[src/rtl/preamble_pkg.sv]
// Shared tables, state encoding and bin helpers for the legacy-preamble
// frequency-domain sequencer.
package preamble_pkg;

    localparam int unsigned NBINS = 64;
    localparam int unsigned BIN_W = 6;

    // 2-bit sign codes stored per natural bin
    localparam logic [1:0] C0 = 2'b00;
    localparam logic [1:0] CP = 2'b01;
    localparam logic [1:0] CM = 2'b11;

    typedef enum logic [1:0] {
        IDLE = 2'd0,
        STF  = 2'd1,
        LTF  = 2'd2,
        DONE = 2'd3
    } state_e;

    // S(k) by natural bin n; bins 32..63 carry negative k = n-64
    localparam logic [1:0] STF_TAB [NBINS] = '{
        C0, C0, C0, C0, CM, C0, C0, C0,
        CM, C0, C0, C0, CP, C0, C0, C0,
        CP, C0, C0, C0, CP, C0, C0, C0,
        CP, C0, C0, C0, C0, C0, C0, C0,
        C0, C0, C0, C0, C0, C0, C0, C0,
        CP, C0, C0, C0, CM, C0, C0, C0,
        CP, C0, C0, C0, CM, C0, C0, C0,
        CM, C0, C0, C0, CP, C0, C0, C0
    };

    // L(k) by natural bin n; DC and |k|>26 are zero
    localparam logic [1:0] LTF_TAB [NBINS] = '{
        C0, CP, CM, CM, CP, CP, CM, CP,
        CM, CP, CM, CM, CM, CM, CM, CP,
        CP, CM, CM, CP, CM, CP, CM, CP,
        CP, CP, CP, C0, C0, C0, C0, C0,
        C0, C0, C0, C0, C0, C0, CP, CP,
        CM, CM, CP, CP, CM, CP, CM, CP,
        CP, CP, CP, CP, CP, CM, CM, CP,
        CP, CM, CP, CM, CP, CP, CP, CP
    };

    // Natural-order bin to signed subcarrier index: n-64 for n>=32
    function automatic logic signed [BIN_W:0] bin_to_subcar(input logic [BIN_W-1:0] n);
        return $signed({n[BIN_W-1], n});
    endfunction

endpackage

[src/rtl/preamble_seq_rom.sv]
// Combinational sign-code lookup for STF/LTF by natural bin index.
module preamble_seq_rom
    import preamble_pkg::*;
(
    input  logic [BIN_W-1:0] n_i,
    input  logic             is_ltf_i,
    output logic [1:0]       code_c_o
);

    assign code_c_o = is_ltf_i ? LTF_TAB[n_i] : STF_TAB[n_i];

endmodule

[src/rtl/preamble_freq_seq.sv]
// Streams L-STF then L-LTF subcarrier values into the IFFT, one bin per
// accepted beat, with registered valid/ready output and per-symbol last.
module preamble_freq_seq
    import preamble_pkg::*;
#(
    parameter int unsigned   W       = 16,
    parameter logic [W-1:0]  AMP_LTF = W'(16'h4000),
    parameter logic [W-1:0]  AMP_STF = W'(16'h5E00),
    parameter int unsigned   N_STF   = 1,
    parameter int unsigned   N_LTF   = 2,
    parameter int unsigned   ROT     = 0
) (
    input  logic           clk,
    input  logic           rst,
    input  logic           start,
    input  logic           abort,
    input  logic           neg_ltf2,
    output logic [2*W-1:0] m_data,
    output logic           m_valid,
    input  logic           m_ready,
    output logic           m_last,
    output logic           m_is_ltf,
    output logic           busy,
    output logic           done
);

    localparam logic [2:0]       STF_LAST = 3'(N_STF - 1);
    localparam logic [2:0]       LTF_LAST = 3'(N_LTF - 1);
    localparam logic [BIN_W-1:0] ROT_B    = BIN_W'(ROT);

    state_e           state_q, state_d;
    logic [BIN_W-1:0] b_q, b_d;
    logic [2:0]       s_q, s_d;
    logic             neg_q, neg_d;

    logic             valid_q, valid_d;
    logic             last_q, last_d;
    logic             ltf_q, ltf_d;
    logic             busy_q, busy_d;
    logic             done_q, done_d;
    logic [2*W-1:0]   data_q, data_d;

    logic             accept;
    logic [BIN_W-1:0] n_d;
    logic [1:0]       code;
    logic [W-1:0]     mag, ival;
    logic             flip;

    assign accept = valid_q && m_ready;

    // Next-state: counters advance only on accepted beats; abort wins
    always_comb begin
        state_d = state_q;
        b_d     = b_q;
        s_d     = s_q;
        neg_d   = neg_q;
        case (state_q)
            IDLE: begin
                if (start) begin
                    state_d = (N_STF != 0) ? STF : LTF;
                    b_d     = '0;
                    s_d     = '0;
                    neg_d   = neg_ltf2;
                end
            end
            STF: begin
                if (accept) begin
                    b_d = b_q + BIN_W'(1);
                    if (b_q == BIN_W'(NBINS - 1)) begin
                        if (s_q == STF_LAST) begin
                            state_d = LTF;
                            s_d     = '0;
                        end else begin
                            s_d = s_q + 3'd1;
                        end
                    end
                end
            end
            LTF: begin
                if (accept) begin
                    b_d = b_q + BIN_W'(1);
                    if (b_q == BIN_W'(NBINS - 1)) begin
                        if (s_q == LTF_LAST) begin
                            state_d = DONE;
                        end else begin
                            s_d = s_q + 3'd1;
                        end
                    end
                end
            end
            DONE:    state_d = IDLE;
            default: state_d = IDLE;
        endcase
        if (abort) begin
            state_d = IDLE;
        end
    end

    // Output words are computed from next-state so they register with it
    assign ltf_d = (state_d == LTF);
    assign n_d   = b_d + ROT_B;

    preamble_seq_rom u_rom (
        .n_i      (n_d),
        .is_ltf_i (ltf_d),
        .code_c_o (code)
    );

    always_comb begin
        valid_d = (state_d == STF) || (state_d == LTF);
        last_d  = valid_d && (b_d == BIN_W'(NBINS - 1));
        busy_d  = (state_d != IDLE);
        done_d  = (state_d == DONE);
        mag     = ltf_d ? AMP_LTF : AMP_STF;
        flip    = ltf_d && neg_d && s_d[0];
        ival    = '0;
        case (code)
            CP:      ival = flip ? (~mag + W'(1)) : mag;
            CM:      ival = flip ? mag : (~mag + W'(1));
            default: ival = '0;
        endcase
        if (!valid_d) begin
            ival = '0;
        end
        data_d = ltf_d ? {ival, W'(0)} : {ival, ival};
    end

    always_ff @(posedge clk or posedge rst) begin
        if (rst) begin
            state_q <= IDLE;
            b_q     <= '0;
            s_q     <= '0;
            neg_q   <= 1'b0;
            valid_q <= 1'b0;
            last_q  <= 1'b0;
            ltf_q   <= 1'b0;
            busy_q  <= 1'b0;
            done_q  <= 1'b0;
            data_q  <= '0;
        end else begin
            state_q <= state_d;
            b_q     <= b_d;
            s_q     <= s_d;
            neg_q   <= neg_d;
            valid_q <= valid_d;
            last_q  <= last_d;
            ltf_q   <= ltf_d;
            busy_q  <= busy_d;
            done_q  <= done_d;
            data_q  <= data_d;
        end
    end

    assign m_data   = data_q;
    assign m_valid  = valid_q;
    assign m_last   = last_q;
    assign m_is_ltf = ltf_q;
    assign busy     = busy_q;
    assign done     = done_q;

endmodule

[config.mk]
export PLATFORM = sky130hd
export DESIGN_NAME = preamble_freq_seq
export DESIGN_NICKNAME = d
export VERILOG_FILES = /design/src/rtl/preamble_pkg.sv /design/src/rtl/preamble_seq_rom.sv /design/src/rtl/preamble_freq_seq.sv
export SDC_FILE = /design/constraint.sdc
export NUM_CORES = 1
export LEC_CHECK = 0
export BUFFER_PORTS_ARGS = -buffer_cell sky130_fd_sc_hd__buf_2
export CAP_MARGIN = 10
export CORE_MARGIN = 3
export CORE_UTILIZATION = 54
export DETAILED_ROUTE_END_ITERATION = 16
export PLACE_DENSITY_LB_ADDON = 0.3
export SLEW_MARGIN = 20
export SYNTH_ARGS = -nofsm -noshare
export SYNTH_HDL_FRONTEND = slang
export SYNTH_SLANG_ARGS = --single-unit
export TNS_END_PERCENT = 20
[constraint.sdc]
create_clock -name clk -period 3.9 [get_ports clk]
set_clock_uncertainty 0.15 [all_clocks]
set_input_delay 0.195 -clock clk [delete_from_list [all_inputs] [get_ports clk]]
set_output_delay 0.195 -clock clk [all_outputs]
set_load 0.005 [all_outputs]
======== Word level (Yosys, flattened, before mapping) ========
Memories as Yosys holds them, arrays and structs flattened.
Index checks and enable logic that the tools add are counted.
cells by class
  add/sub/neg operators ................... 3
  multiply operators ...................... 0
  divide/modulo/power cells ............... 0
  order comparisons ....................... 1
  equal/unequal tests ..................... 17
  shift operators ......................... 0
  multiplexer cells ....................... 33
  bitwise operators ....................... 2
  reductions and logical operators ........ 11
operators by type and width
  cell                                                                   number
  16-bit two-way mux                                                     4
  16-bit case mux with 2 select lines                                    1
  2-bit two-way mux                                                      13
  3-bit two-way mux                                                      7
  16-bit by 1-bit adder with 16-bit output, second input constant        1
  15-bit NOT with 16-bit output                                          1
  13-bit two-way mux                                                     1
  6-bit equality test, second input constant                             2
  6-bit two-way mux                                                      2
  2-bit inequality test, second input constant                           6
  6-bit case mux with 2 select lines                                     1
  2-bit equality test, second input constant                             5
  3-bit case mux with 3 select lines                                     1
  2-bit case mux with 4 select lines                                     1
  7-bit >= comparator, second input constant                             1
  6-bit NOT with 7-bit output                                            1
  7-bit AND reduction                                                    1
  6-bit by 1-bit adder with 6-bit output, second input constant          1
  2-bit by 1-bit equality test with 1-bit output, second input constant  3
  1-bit logical AND                                                      4
  3-bit by 1-bit adder with 3-bit output, second input constant          1
  3-bit by 1-bit equality test with 1-bit output, second input constant  1
  3-bit zero test                                                        1
  3-bit nonzero test                                                     1
  other kinds (5)                                                        6
word-level totals
  bits in registers ....................... 49
  latch bits .............................. 0
  bits in writable memories ............... 0
  memory bits (read-only) ................. 256
  input port bits ......................... 6
  output and inout port bits .............. 37
  logic and storage cells ................. 80
  memories ................................ 2
memory list
  name              depth  width  read ports  clocked after memory_dff  wr ports  line                    text
  (name not given)  64     2      1           0                         0         preamble_seq_rom.sv:10  assign code_c_o = is_ltf_i ? LTF_TAB[n_i] : STF_TAB[n_i];
  (name not given)  64     2      1           0                         0         preamble_seq_rom.sv:10

======== Logic depth before layout (Yosys ltp) ========
  word-level depth ........................ 14
  mapped depth ............................ 13
  mapped depth without buffers ............ 12

======== Cells and area by module ========
Synthesis repeated with hierarchy kept, for this count alone.
unflattened totals
  cell total of the unflattened synthesis .. 227
  area, all modules ....................... 2087.0 µm²
modules (own cells, without submodules)
  module             instances  cells each  area an instance (µm²)  seq. area each (µm²)
  preamble_freq_seq  1          179         1730.4                  675.6
  preamble_seq_rom   1          48          356.6                   0.0

======== Worst setup path before layout ========
OpenSTA, ideal clock, no wires.
  path kind ............................... reg2reg
  start ................................... register state_q[0]
  end ..................................... register data_q[31] (netlist: m_data[31])
  setup time .............................. 0.124 ns
  data arrival time ....................... 2.558 ns
  data required time ...................... 3.626 ns
  setup slack ............................. 1.068 ns
  stages on the path, launching flop included .. 13
  path buffers ............................ 0
  clock period less this slack ............ 2.832 ns
  path through ............................ dfrtp_1 inv_1 ha_1 nor2b_4 or2_4 a22oi_1 inv_1 ha_1 mux2i_1 o21bai_1 a221oi_2 mux2i_1 o31a_1
on the way
  elaborated cells on any way between the ends .. 39
  classes of those cells .................. 1 x add/sub; 7 x eq/ne; 22 x mux; 2 x bitwise; 5 x reduce/logical; 2 x memory
RTL lines
  element                                                                                       line                      text
  from (decl)                                                                                   preamble_freq_seq.sv:31   state_e state_q, state_d;
  from (signal assigned)                                                                        preamble_freq_seq.sv:141  state_q <= state_d;
  2-bit equality test / 2-bit by 1-bit equality test with 1-bit output (equally long branches)  preamble_freq_seq.sv:57   case (state_q)
  2-bit OR reduction (no line)                                                                  --
  6-bit case mux with 2 select lines *                                                          preamble_freq_seq.sv:57
  net b_d[1]                                                                                    preamble_freq_seq.sv:32   logic [BIN_W-1:0] b_q, b_d;
  6-bit NOT with 7-bit output (not written as such) *                                           preamble_seq_rom.sv:10
  memory read 64 x 2 bit                                                                        --
  2-bit two-way mux (not written as such) (2 in series)                                         preamble_seq_rom.sv:10
  2-bit two-way mux *                                                                           preamble_seq_rom.sv:10
  2-bit equality test / 2-bit by 1-bit equality test with 1-bit output (equally long branches)  preamble_freq_seq.sv:117  case (code)
  16-bit case mux with 2 select lines *                                                         preamble_freq_seq.sv:117
  16-bit two-way mux *                                                                          preamble_freq_seq.sv:122  if (!valid_d) begin
  net data_d[31]                                                                                preamble_freq_seq.sv:41   logic [2*W-1:0] data_q, data_d;
  to (signal assigned)                                                                          preamble_freq_seq.sv:150  data_q <= data_d;
  to (decl)                                                                                     preamble_freq_seq.sv:41
The timed path passes the listed nets; every way through them passes the cells marked *. The select of a mux whose other input is x is not followed.
A chain may end at the register's enable or synchronous reset.

======== Worst setup path in the final report ========
  start ................................... register state_q[0]
  end ..................................... register data_q[31] (netlist: m_data[31])
on the way
  word-level cells in the longest chain between the ends .. 12
  elaborated cells on any way between the ends .. 39
  classes of those cells .................. 1 x add/sub; 7 x eq/ne; 22 x mux; 2 x bitwise; 5 x reduce/logical; 2 x memory
ends and longest elaborated chain
  element                                       line                                                text
  2-bit two-way mux, on equally long branches   preamble_freq_seq.sv:83, preamble_freq_seq.sv:70
  2-bit two-way mux, on equally long branches   preamble_freq_seq.sv:82, preamble_freq_seq.sv:69
  2-bit two-way mux, on equally long branches   preamble_freq_seq.sv:80, preamble_freq_seq.sv:67
  2-bit case mux with 4 select lines            preamble_freq_seq.sv:57
  2-bit two-way mux                             preamble_freq_seq.sv:94                             if (abort) begin
  2-bit equality test                           preamble_freq_seq.sv:100, preamble_freq_seq.sv:110
  13-bit two-way mux                            preamble_freq_seq.sv:114                            mag = ltf_d ? AMP_LTF : AMP_STF;
  15-bit NOT with 16-bit output                 preamble_freq_seq.sv:118, preamble_freq_seq.sv:119
  16-bit by 1-bit adder with 16-bit output      preamble_freq_seq.sv:118, preamble_freq_seq.sv:119
  16-bit two-way mux, on equally long branches  preamble_freq_seq.sv:119, preamble_freq_seq.sv:118
  16-bit case mux with 2 select lines           preamble_freq_seq.sv:117
  16-bit two-way mux *                          preamble_freq_seq.sv:122
  net data_d[31]                                preamble_freq_seq.sv:41
Marks and branches as above.

==> summary.md <==
| Metric | Value |
|---|---|
| Site Rows | `20` |
| Root buf cell | `clkbuf_4` |
| # diodes | `0` |
| Initial antenna violation count | `0` |
| Top-area cell type share of the netlist area | `0.353` |
| Core area | `3200 sq um` |
| Syn Area/Cell | `9.52 sq um` |
| Post-synth EDFFs | `0` |
| Detail Placement HPWL | `2590 um` |
| Slew @ Worst Pin | `0.569 ns` |
| Mapped Cells | `201` |
| Antenna-violating nets left | `0` |
| Final TNS setup | `0 ns` |
| Relative slew slack | `0.620` |
| Top Ports | `43` |
| Worst-case reg-to-reg path depth | `10` |
| Vias in the first global route | `1238` |
| # setup viols final | `0` |
| Nets | `248` |
| Grt ovf | `0` |
| Fin crit share | `0.820` |
| Fmax | `0.313 GHz` |
| Largest net degree at the start of global routing | `28` |
| Total track usage | `0.165` |
| Flops & latches, synth | `27` |
| Crit-path max FO | `11` |
| Power density cells | `236 nW/um^2` |
| Status | `completed` |
| Slew Limit Fails | `0` |
| CP startpoint | `state_q[0]` |
| Routed wire length | `3460 um` |
| Die Area | `4290 sq um` |
| CP arrival | `3.28 ns` |
| Clk pin slew, worst setup/hold paths | `0.15 ns` |
| Via count | `1415` |
| Commonest non-fill, non-tap cell in the layout | `dfrtp_1` |
| CP endpoint kind | `flop` |
| CTS tree | `done` |
| Drt wl/cell | `12.9 um` |
| R2r setup slk | `0.70 ns` |
| Layout cells sized above 1 | `0.206` |
| Synth area leader | `dfrtp_1` |
| Area growth, synth to finish | `4.97%` |
| Drt first pass iters | `4` |
| Pleak | `1.06 nW` |
| Worst hold slack | `0.128 ns` |
| Final Hold Viols | `0` |
| Reg-to-Reg End | `m_data[31]` |
| YS warnings | `0` |
| CTS max path bufs | `2` |
| R2r startpoint | `state_q[0]` |
| First-pass GRT wire length | `5620 um` |
| Clk sink count | `27` |
| Most frequent cells in the layout | `dfrtp_1 (27), buf_2 (24), ha_1 (18), conb_1 (18), nor2_1 (17)` |
| # DRC | `0` |
| DRT iter0 DRCs | `61` |
| CTS buffer count | `3` |
| RSZ-0062 raised after global routing | `no` |
| Die Ht | `65.5 um` |
| Initial core utilization | `0.597` |
| Max-cap violations | `0` |
| IO Port Bufs | `24` |
| Via-per-instance ratio | `5.30` |
| Ys async rst share | `1.00` |
| Die W | `65.5 um` |
| Hold Path Class | `primary input to flop` |
| Min cycle time layout | `3.20 ns` |
| CP Launch Type | `flop` |
| GPL Wtd Cong | `0.811` |
| Top FF cell, synth | `dfrtp_1` |
| H-Tree Depth | `1` |
| Post-Synthesis Cell Area | `1910 sq um` |
| Crit path to | `m_data[31]` |
| Sequential share of the synthesized area | `0.353` |
| CP required | `3.98 ns` |
| Worst-Skew Late Latency | `0.33 ns` |
| Synth top area cells | `dfrtp_1 (35%), ha_1 (12%), buf_4 (9.0%)` |
| Max IR drop VDD | `0.000139 V` |
| Cell variety after synth | `56` |
| Layout Utilization | `0.627` |
| Setup CP Type | `flop to flop` |
==> power by group <==
part | switching (mW) | total [mW] | internal [mW]
Combinational | 0.0363 | 0.0599 | 0.0236
Sequential | 0.00436 | 0.290 | 0.285
Clock | 0.0850 | 0.124 | 0.0392
==> repair_timing <==
action                                  4_1_cts  5_1_grt
resized for setup                             0        0
setup buffers                                 0        0
hold endpoints to repair                     29        0
hold buffers                                  3        0
endpoints found under the setup margin        0        0
==> sequential cells by signal, summed over array words and instances (netlist names) <==
name	count
m_data	10
b_q	6
s_q	3
state_q	2
busy	1
done	1
m_is_ltf	1
m_last	1
m_valid	1
neg_q	1
==> area by class of cell <==
| cell class | instances | area (sq um) |
|---|---|---|
| inverter | 16 | 60.1 |
| tap | 44 | 55.1 |
| clock buffer | 3 | 22.5 |
| sequential | 27 | 676 |
| multi-input combinational | 148 | 1030 |
| fill | 286 | 1190 |
| clock inverter | 1 | 7.51 |
| timing repair buffer | 28 | 158 |
==> through the flow <==
step                cells  worst slack (ns)  area [sq um]  total power, mW
finish                267             0.702          2010            0.474
global route          267             0.446          2010            0.503
CTS                   267             0.696          2010            0.475
detailed placement    260             0.739          1950            0.352
global placement      260             0.755          1950            0.351
floorplan             218              1.07          1980            0.350
==> synthesized netlist by cell type, types with 4 or more instances <==
cell type  count
nor3_1         6
nand2_1       13
dfrtp_1       27
nor2_1        17
ha_1          18
and2_1         4
buf_4         23
inv_1         15
a21oi_1        5
==> per-layer routing <==
| metal | vias to the layer above | global-route usage | share of wire |
|---|---|---|---|
| li1 | 704 | - | - |
| met1 | 670 | 0.226 | 0.46 |
| met2 | 35 | 0.265 | 0.49 |
| met3 | 6 | 0.0188 | 0.033 |
| met4 | 0 | 0.0622 | 0.015 |
| met5 | - | 0 | 0 |
==> worst min path at each step <==
stage          slack [ns]  startpoint  depth (start not counted)          to
2_1_floorplan         0.1         rst                          1      b_q[0]
3_3_place_gp         0.28       abort                          2  state_q[1]
3_5_place_dp         0.29       abort                          2  state_q[1]
4_1_cts              0.13       start                          4  state_q[1]
5_1_grt              0.13       start                          3       neg_q
6_report             0.13       start                          4  state_q[1]
==> worst max-delay path: stages, from the launching register on <==
cell	delay (ns)
dfrtp_1	0.45
inv_1	0.08
ha_1	0.37
nor2b_2	0.26
and4b_1	0.23
a211o_1	0.33
nand2_1	0.15
a2111oi_0	0.54
or3_1	0.19
mux2i_1	0.06
o31a_1	0.27
==> cells by family (layout without fill, tap and decap cells) <==
group                      Yosys count  in the layout  synth area share
xor gates and xnor gates             2              2           0.00916
buffers and inverters               43             48             0.142
adders and majority gates           18             18             0.118
other                                1             18           0.00196
and+or+nand+nor                     65             65             0.184
AOI/OAI and AO/OA                   39             39             0.158
DFF                                 27             27             0.353
muxes                                6              6            0.0334
No activity file was read; power rests on OpenSTA's default activity.
